--- src/rtl/qsa_pkg.sv ---
// Shared definitions for the quad serial adder controller slice.
// Contents: the sequencer state enum (2-bit encoding) and the default
// operand width and digit width that the top module uses as parameter defaults.
package qsa_pkg;

  localparam int unsigned QSA_WIDTH = 64;
  localparam int unsigned QSA_DIGIT = 4;

  typedef enum logic [1:0] {
    IDLE  = 2'd0,
    LOAD  = 2'd1,
    SHIFT = 2'd2,
    DONE  = 2'd3
  } qsa_state_e;

endpackage

--- src/rtl/qsa_step_counter.sv ---
// Step counter for the serial adder sequencer.
// The counter is exactly CNT_W bits wide. It wraps to 0 after the terminal
// value STEPS-1.
// Ports:
//   clk, rst : clock and asynchronous active-high reset
//   i_clr    : synchronous clear to 0 (takes priority over i_inc)
//   i_inc    : advance by one; wraps to 0 after the terminal value
//   o_tc     : high while the count equals STEPS-1
module qsa_step_counter #(
  parameter int unsigned STEPS = 16,
  parameter int unsigned CNT_W = 4
) (
  input  logic clk,
  input  logic rst,
  input  logic i_clr,
  input  logic i_inc,
  output logic o_tc
);

  localparam logic [CNT_W-1:0] LAST = CNT_W'(STEPS - 1);

  logic [CNT_W-1:0] r_cnt;

  always_ff @(posedge clk or posedge rst) begin
    if (rst)
      r_cnt <= '0;
    else if (i_clr)
      r_cnt <= '0;
    else if (i_inc)
      r_cnt <= (r_cnt == LAST) ? '0 : r_cnt + 1'b1;
  end

  assign o_tc = (r_cnt == LAST);

endmodule

--- src/rtl/quad_serial_adder_ctrl.sv ---
// Moore sequencer for the 4-bit-per-step serial adder datapath. The
// datapath consists of shift registers A, B and R and a carry DFF.
// Sequence: IDLE -> LOAD -> SHIFT (STEPS cycles) -> DONE -> IDLE.
// All outputs decode from the state only.
// Optional macro QSA_ABORT_EN adds the abort input. An abort in LOAD or SHIFT
// returns the sequencer to IDLE without a done pulse.
// Ports:
//   clk, rst            : clock and asynchronous active-high reset
//   start               : request; sampled only in IDLE
//   busy                : high in LOAD and SHIFT
//   done                : one-cycle pulse; datapath result/carry valid then
//   enbA/enbB/enbR      : shift enables for A, B and R
//   loadA/loadB/loadR   : parallel loads (loadR is tied 0)
//   zeroA/zeroB         : clears for A and B (tied 0)
//   zeroR/zeroD         : clear R, clear carry DFF
//   abort               : cancel request (only with QSA_ABORT_EN)
import qsa_pkg::*;

module quad_serial_adder_ctrl #(
  parameter int unsigned WIDTH = QSA_WIDTH,
  parameter int unsigned DIGIT = QSA_DIGIT,
  parameter int unsigned STEPS = WIDTH / DIGIT,
  parameter int unsigned CNT_W = $clog2(STEPS)
) (
  input  logic clk,
  input  logic rst,
  input  logic start,
`ifdef QSA_ABORT_EN
  input  logic abort,
`endif
  output logic busy,
  output logic done,
  output logic enbA,
  output logic enbB,
  output logic enbR,
  output logic loadA,
  output logic loadB,
  output logic loadR,
  output logic zeroA,
  output logic zeroB,
  output logic zeroR,
  output logic zeroD
);

  qsa_state_e r_state;
  qsa_state_e w_next;
  logic       w_tc;
  logic       w_abort;

`ifdef QSA_ABORT_EN
  // Only meaningful while an operation is in flight.
  assign w_abort = abort && ((r_state == LOAD) || (r_state == SHIFT));
`else
  assign w_abort = 1'b0;
`endif

  // The counter runs only in SHIFT. It is held at 0 in every other state, so
  // it starts each operation at step 0. An abort also clears it in the same
  // edge.
  qsa_step_counter #(
    .STEPS (STEPS),
    .CNT_W (CNT_W)
  ) u_step (
    .clk   (clk),
    .rst   (rst),
    .i_clr ((r_state != SHIFT) || w_abort),
    .i_inc (r_state == SHIFT),
    .o_tc  (w_tc)
  );

  always_ff @(posedge clk or posedge rst) begin
    if (rst)
      r_state <= IDLE;
    else
      r_state <= w_next;
  end

  always_comb begin
    w_next = r_state;
    unique case (r_state)
      IDLE:  w_next = start ? LOAD : IDLE;
      LOAD:  w_next = w_abort ? IDLE : SHIFT;
      SHIFT: begin
        if (w_abort)
          w_next = IDLE;
        else if (w_tc)
          w_next = DONE;
      end
      DONE:  w_next = IDLE;
      default: w_next = IDLE;
    endcase
  end

  always_comb begin
    busy  = 1'b0;
    done  = 1'b0;
    enbA  = 1'b0;
    enbB  = 1'b0;
    enbR  = 1'b0;
    loadA = 1'b0;
    loadB = 1'b0;
    loadR = 1'b0;
    zeroA = 1'b0;
    zeroB = 1'b0;
    zeroR = 1'b0;
    zeroD = 1'b0;
    unique case (r_state)
      IDLE:  zeroD = 1'b1;
      LOAD: begin
        busy  = 1'b1;
        loadA = 1'b1;
        loadB = 1'b1;
        zeroR = 1'b1;
        zeroD = 1'b1;
      end
      SHIFT: begin
        busy = 1'b1;
        enbA = 1'b1;
        enbB = 1'b1;
        enbR = 1'b1;
      end
      DONE:  done = 1'b1;
      default: zeroD = 1'b1;
    endcase
  end

endmodule

--- config.mk ---
export PLATFORM = sky130hd
export DESIGN_NAME = quad_serial_adder_ctrl
export DESIGN_NICKNAME = d
export VERILOG_FILES = /design/src/rtl/qsa_pkg.sv /design/src/rtl/qsa_step_counter.sv /design/src/rtl/quad_serial_adder_ctrl.sv
export SDC_FILE = /design/constraint.sdc
export NUM_CORES = 1
export LEC_CHECK = 0
export CAP_MARGIN = 25
export CORE_AREA = 2 2 39 41
export CTS_CLUSTER_SIZE = 30
export DETAILED_ROUTE_END_ITERATION = 10
export DIE_AREA = 0 0 41 43
export MAX_ROUTING_LAYER = met4
export PLACE_DENSITY = 0.66
export RECOVER_POWER = 25
export SETUP_SLACK_MARGIN = 0.2
export SLEW_MARGIN = 20
export SYNTH_ARGS = -nofsm -noshare
export SYNTH_HDL_FRONTEND = slang
export SYNTH_HIERARCHICAL = 1
export SYNTH_SLANG_ARGS = --single-unit
--- constraint.sdc ---
create_clock -name clk -period 1.41 [get_ports clk]
set_input_delay 0.282 -clock clk [delete_from_list [all_inputs] [get_ports clk]]
set_output_delay 0.282 -clock clk [all_outputs]
set_load 0.03 [all_outputs]
# --- Word-level counts from Yosys, hierarchy flattened ---
# Index checks and enable logic that the tools add are counted.
totals:
  latchBits: 0
  input_bits: 3
  regBits: 6
  out_inout_bits: 12
  memories: 0
  ramBits: 0
  rom_bits: 0
  elab_cells: 24
op_classes:
  n_bitwise: 0
  n_mux: 11
  eq_ne: 6
  n_reduce_logical: 4
  order_cmp: 0
  add_sub_neg: 1
  div_mod_pow: 0
  n_mul: 0
  shifts: 0
ops:
  columns: ["operator", "count"]
  rows:
  - ["4-bit 2-to-1 mux", 3]
  - ["2-bit case mux with 4 select lines", 1]
  - ["1-bit 2-to-1 mux", 6]
  - ["4-bit by 1-bit adder with 4-bit output (second input constant)", 1]
  - ["2-bit equality test (second input constant)", 2]
  - ["4-bit equality test (second input constant)", 1]
  - ["2-bit != test (second input constant)", 2]
  - ["2-bit OR reduction", 2]
  - ["2-bit by 1-bit equality test with 1-bit output (second input constant)", 1]
  - ["2-bit zero test", 1]
  - ["2-bit 2-to-1 mux", 1]
  - ["2-bit nonzero test", 1]

# --- Depth between registers and ports, before layout ---
logic_depth:
  depth_word: 4
  mapped_depth: 5
  mapped_depth_nobuf: 5

# --- Hierarchy ---
# The synthesis kept the hierarchy.
by_module_without_submodules:
  columns: ["module", "cells_each", "area_each_um2", "n_inst"]
  rows:
  - ["quad_serial_adder_ctrl", 24, 239.0, 1]
  - ["qsa_step_counter", 21, 210.2, 1]

# --- Worst setup path after synthesis ---
# OpenSTA, ideal clock, no wires.
synth_timing:
  kind: "register to register"
  start: "reg r_state[0]"
  end: "reg u_step.r_cnt[3]"
  stages_incl_launch_ff: 6
  setup_slack_ns: -0.154
  path_buffers: 0
  t_arrival_ns: 1.487
  setup_time_ns: 0.077
  cell_sequence: "dfrtp_1 inv_1 ha_1 nand2_1 or3_1 a21oi_1"
synth_between:
  elab_chain_cells: 2
synth_lines:
  columns: ["element", "line_no", "text"]
  rows:
  - ["start, declared", "quad_serial_adder_ctrl.sv:45", "qsa_state_e r_state;"]
  - ["start signal, assigned", "quad_serial_adder_ctrl.sv:75", "r_state <= w_next;"]
  - ["2-bit != test or 2-bit equality test (tied branches)", "quad_serial_adder_ctrl.sv:66, quad_serial_adder_ctrl.sv:67", null]
  - ["4-bit 2-to-1 mux or 2-bit nonzero test (tied branches)", null, null]
  - ["end signal, assigned", "qsa_step_counter.sv:30", "r_cnt <= (r_cnt == LAST) ? '0 : r_cnt + 1'b1;"]
  - ["end, declared", "qsa_step_counter.sv:22", "logic [CNT_W-1:0] r_cnt;"]
# Parallel ways exist; a longest one is shown, timed or not.
# A chain may end at the register's enable or synchronous reset.

# --- Worst setup path in the final report ---
layout_timing:
  start: "reg r_state[0]"
  end: "out zeroD"
layout_between:
  elab_chain_cells: 3
layout_lines:
  columns: ["element", "line_no", "text"]
  rows:
  - ["2-bit by 1-bit equality test with 1-bit output or 2-bit zero test (tied branches)", "quad_serial_adder_ctrl.sv:107", "unique case (r_state)"]
  - ["2-bit OR reduction (no source line) (*)", null, null]
  - ["1-bit 2-to-1 mux (*)", "quad_serial_adder_ctrl.sv:107", null]
  - ["end, declared", "quad_serial_adder_ctrl.sv:42", "output logic zeroD"]
# Mark *: on every way between the ends. The rest lies on a longest branch, timed or not.

==> out/results.ini <==
[outcome]
status=finished, violations left
violations=negative setup slack

[grt]
grt_pass1_wl_um=1400
grt_usage_pct=12.5
grt_pass1_vias=354
grt_antenna_before_repair=0
grt_max_degree=7
gr-total-overflow=0

[drt]
route.detailed.drc=0
drtAntennaViolNets=0
wl_met1_um=367
met3_length_um=38
drtPass1Iterations=3
routed_via_density=4.28
drt_iter0_markers=6
wl_met2_um=419
via_count=351
top_layer=met3
routed_wl_um=826
wire_per_inst_um=10.1

[timing]
rsz0062_at_grt=yes
hold_viol_final=0
finalSetupViolCount=5
drv_slew=0
worst_slack_ps=-87.4
fin_crit_ps=1500
fmax_mhz=668
skew_ps=2.70
period_share_pct=106
tns_ps=-303

[synthesis]
ys_seq_area_share_pct=33.4
synth-edff-count=0
yosys.area.top_type_share_pct=33.4
yosysWarnings=6
synth.largest_area_cell=dfrtp_1
synth_area_leaders=dfrtp_1 33%, ha_1 17%, buf_4 12%
yosysMostFrequentCell=buf_4
synthFlopType=dfrtp_1
synthTopCellsByCount=7 x buf_4, 6 x dfrtp_1, 6 x ha_1
syn_inst=45
synth_seq_cells=6
syn_area_um2=449
synthDistinctLibCells=19
syn_avg_cell_area_um2=9.98
synthArstFlopShare_pct=100

[cells_and_area]
regArea_um2=151
finalNetCount=77
drive_gt1_share_pct=59.1
antenna_cells=0
area_growth_syn_to_layout_pct=68.5
final.fill_count=128
multi_input_area_um2=307

[pwr]
power_density_mw_per_mm2=2640
irDropWorstVdd_uv=864
leakagePower_nw=0.353

[floorplanning]
die_y_um=43
rows=14
dieWidth_um=41
coreArea_mm2=0.00138
die-area_mm2=0.00176
initial_core_util_pct=32.5
ios=15

[worst_hold_path]
holdCritPathClass=input pin to asynchronous set/reset pin

[placed_design]
post-dp-hpwl_um=602
place_congestion=0.629
dp_worst_setup_slack_ps=-329
port_buffers=11

[clock_network]
cts_root_buf=clkbuf_4
cts_sinks=6
cts_buffers=3
hold_buffers=0
clock_latency_ps=240
cts_tree=built
clk_path_buf_depth=2
htreeDepth=1
clk_pin_slew_worst_paths_ps=40

[setup_path]
crit_required_ps=1130
crit_arrival_ps=1220
worstSetupEndpointType=output pin
cp_max_fo=3
crit_type=flop to output pin
critPathLaunchType=flop

[job]
drv_cap=0

flip-flops by register name, indices dropped and copies added (netlist names):
name          cells
r_state           2
u_step/r_cnt      4
layer usage:
metal  vias up  GRT usage, %
li1        179             -
met1       161          15.6
met2        11          17.2
met3         0          3.14
met4         0          8.00
met5         -             -
per-stage QoR:
stage | utilization [%] | area, um2 | hold slack (ps) | power [mW] | cells
floorplan | - | 489 | 23.2 | 1.16 | 47
global placement | 42.8 | 592 | 478 | 1.45 | 73
detailed placement | 42.8 | 592 | 482 | 1.47 | 73
CTS | 51.9 | 718 | 224 | 1.90 | 80
global route | 54.7 | 757 | 362 | 2.14 | 82
finish | 54.7 | 757 | 358 | 2.00 | 82
worst max-delay path: stages (launching register included):
cell and delay (ps):
dfrtp_2 430, ha_4 170, or2_4 240, buf_6 130
logic make-up (layout without fill, tap and decap cells):
| kind of cell | after synthesis | after routing | synth area share [%] |
|---|---|---|---|
| AO/OA/AOI/OAI | 4 | 4 | 5.29 |
| AND/OR/NAND/NOR | 11 | 11 | 15.9 |
| XOR/XNOR | 1 | 1 | 1.95 |
| other | 1 | 3 | 0.835 |
| multiplexers | 4 | 4 | 10.0 |
| buffers and inverters | 12 | 31 | 15.9 |
| adder cells (fa/ha/maj) | 6 | 6 | 16.7 |
| flip-flops | 6 | 6 | 33.4 |
report_power, final:
part / internal, mW / total, mW / switching [mW] / leakage (nW)
clock: 0.0960 / 0.153 / 0.0569 / 0.0138
sequential: 0.225 / 0.269 / 0.0441 / 0.0782
combinational: 0.814 / 1.57 / 0.760 / 0.261
area by class of cell:
type	instances	area share [%]
Tap cell	16	2.64
Multi-Input combinational cell	29	40.5
Inverter	5	2.48
Clock buffer	3	2.98
Timing Repair Buffer	23	31.4
Sequential cell	6	20.0
final timing paths:
check / from / endpoint / slack (ps) / cells after the start
min in group clk: u_step/r_cnt[3] / u_step/r_cnt[3] / 570 / 2
min: rst / r_state[1] / 360 / 2
min reg2reg: u_step/r_cnt[3] / u_step/r_cnt[3] / 570 / 2
max in group asynchronous: rst / u_step/r_cnt[0] / 860 / 2
max reg2reg: r_state[0] / u_step/r_cnt[3] / -10 / 6
max: r_state[0] / zeroD / -90 / 3
placed cells by master, fill, tap and decap left out, types with 2 or more instances in the layout:
cell      netlist  routed
buf_4           7       5
ha_4            0       5
inv_2           0       2
buf_6           0      16
a21oi_2         1       2
inv_1           5       3
nor2_1          2       2
dfrtp_1         6       5
conb_1          1       3
nand2_1         3       3
mux2i_1         3       3
clkbuf_4        0       3
timing repair:
item	CTS	global route
resized for setup	25	7
endpoints found under the setup margin	13	15
pin swaps	5	3
setup buffers	4	2
Note: power is estimated with default switching activity, not from simulation.
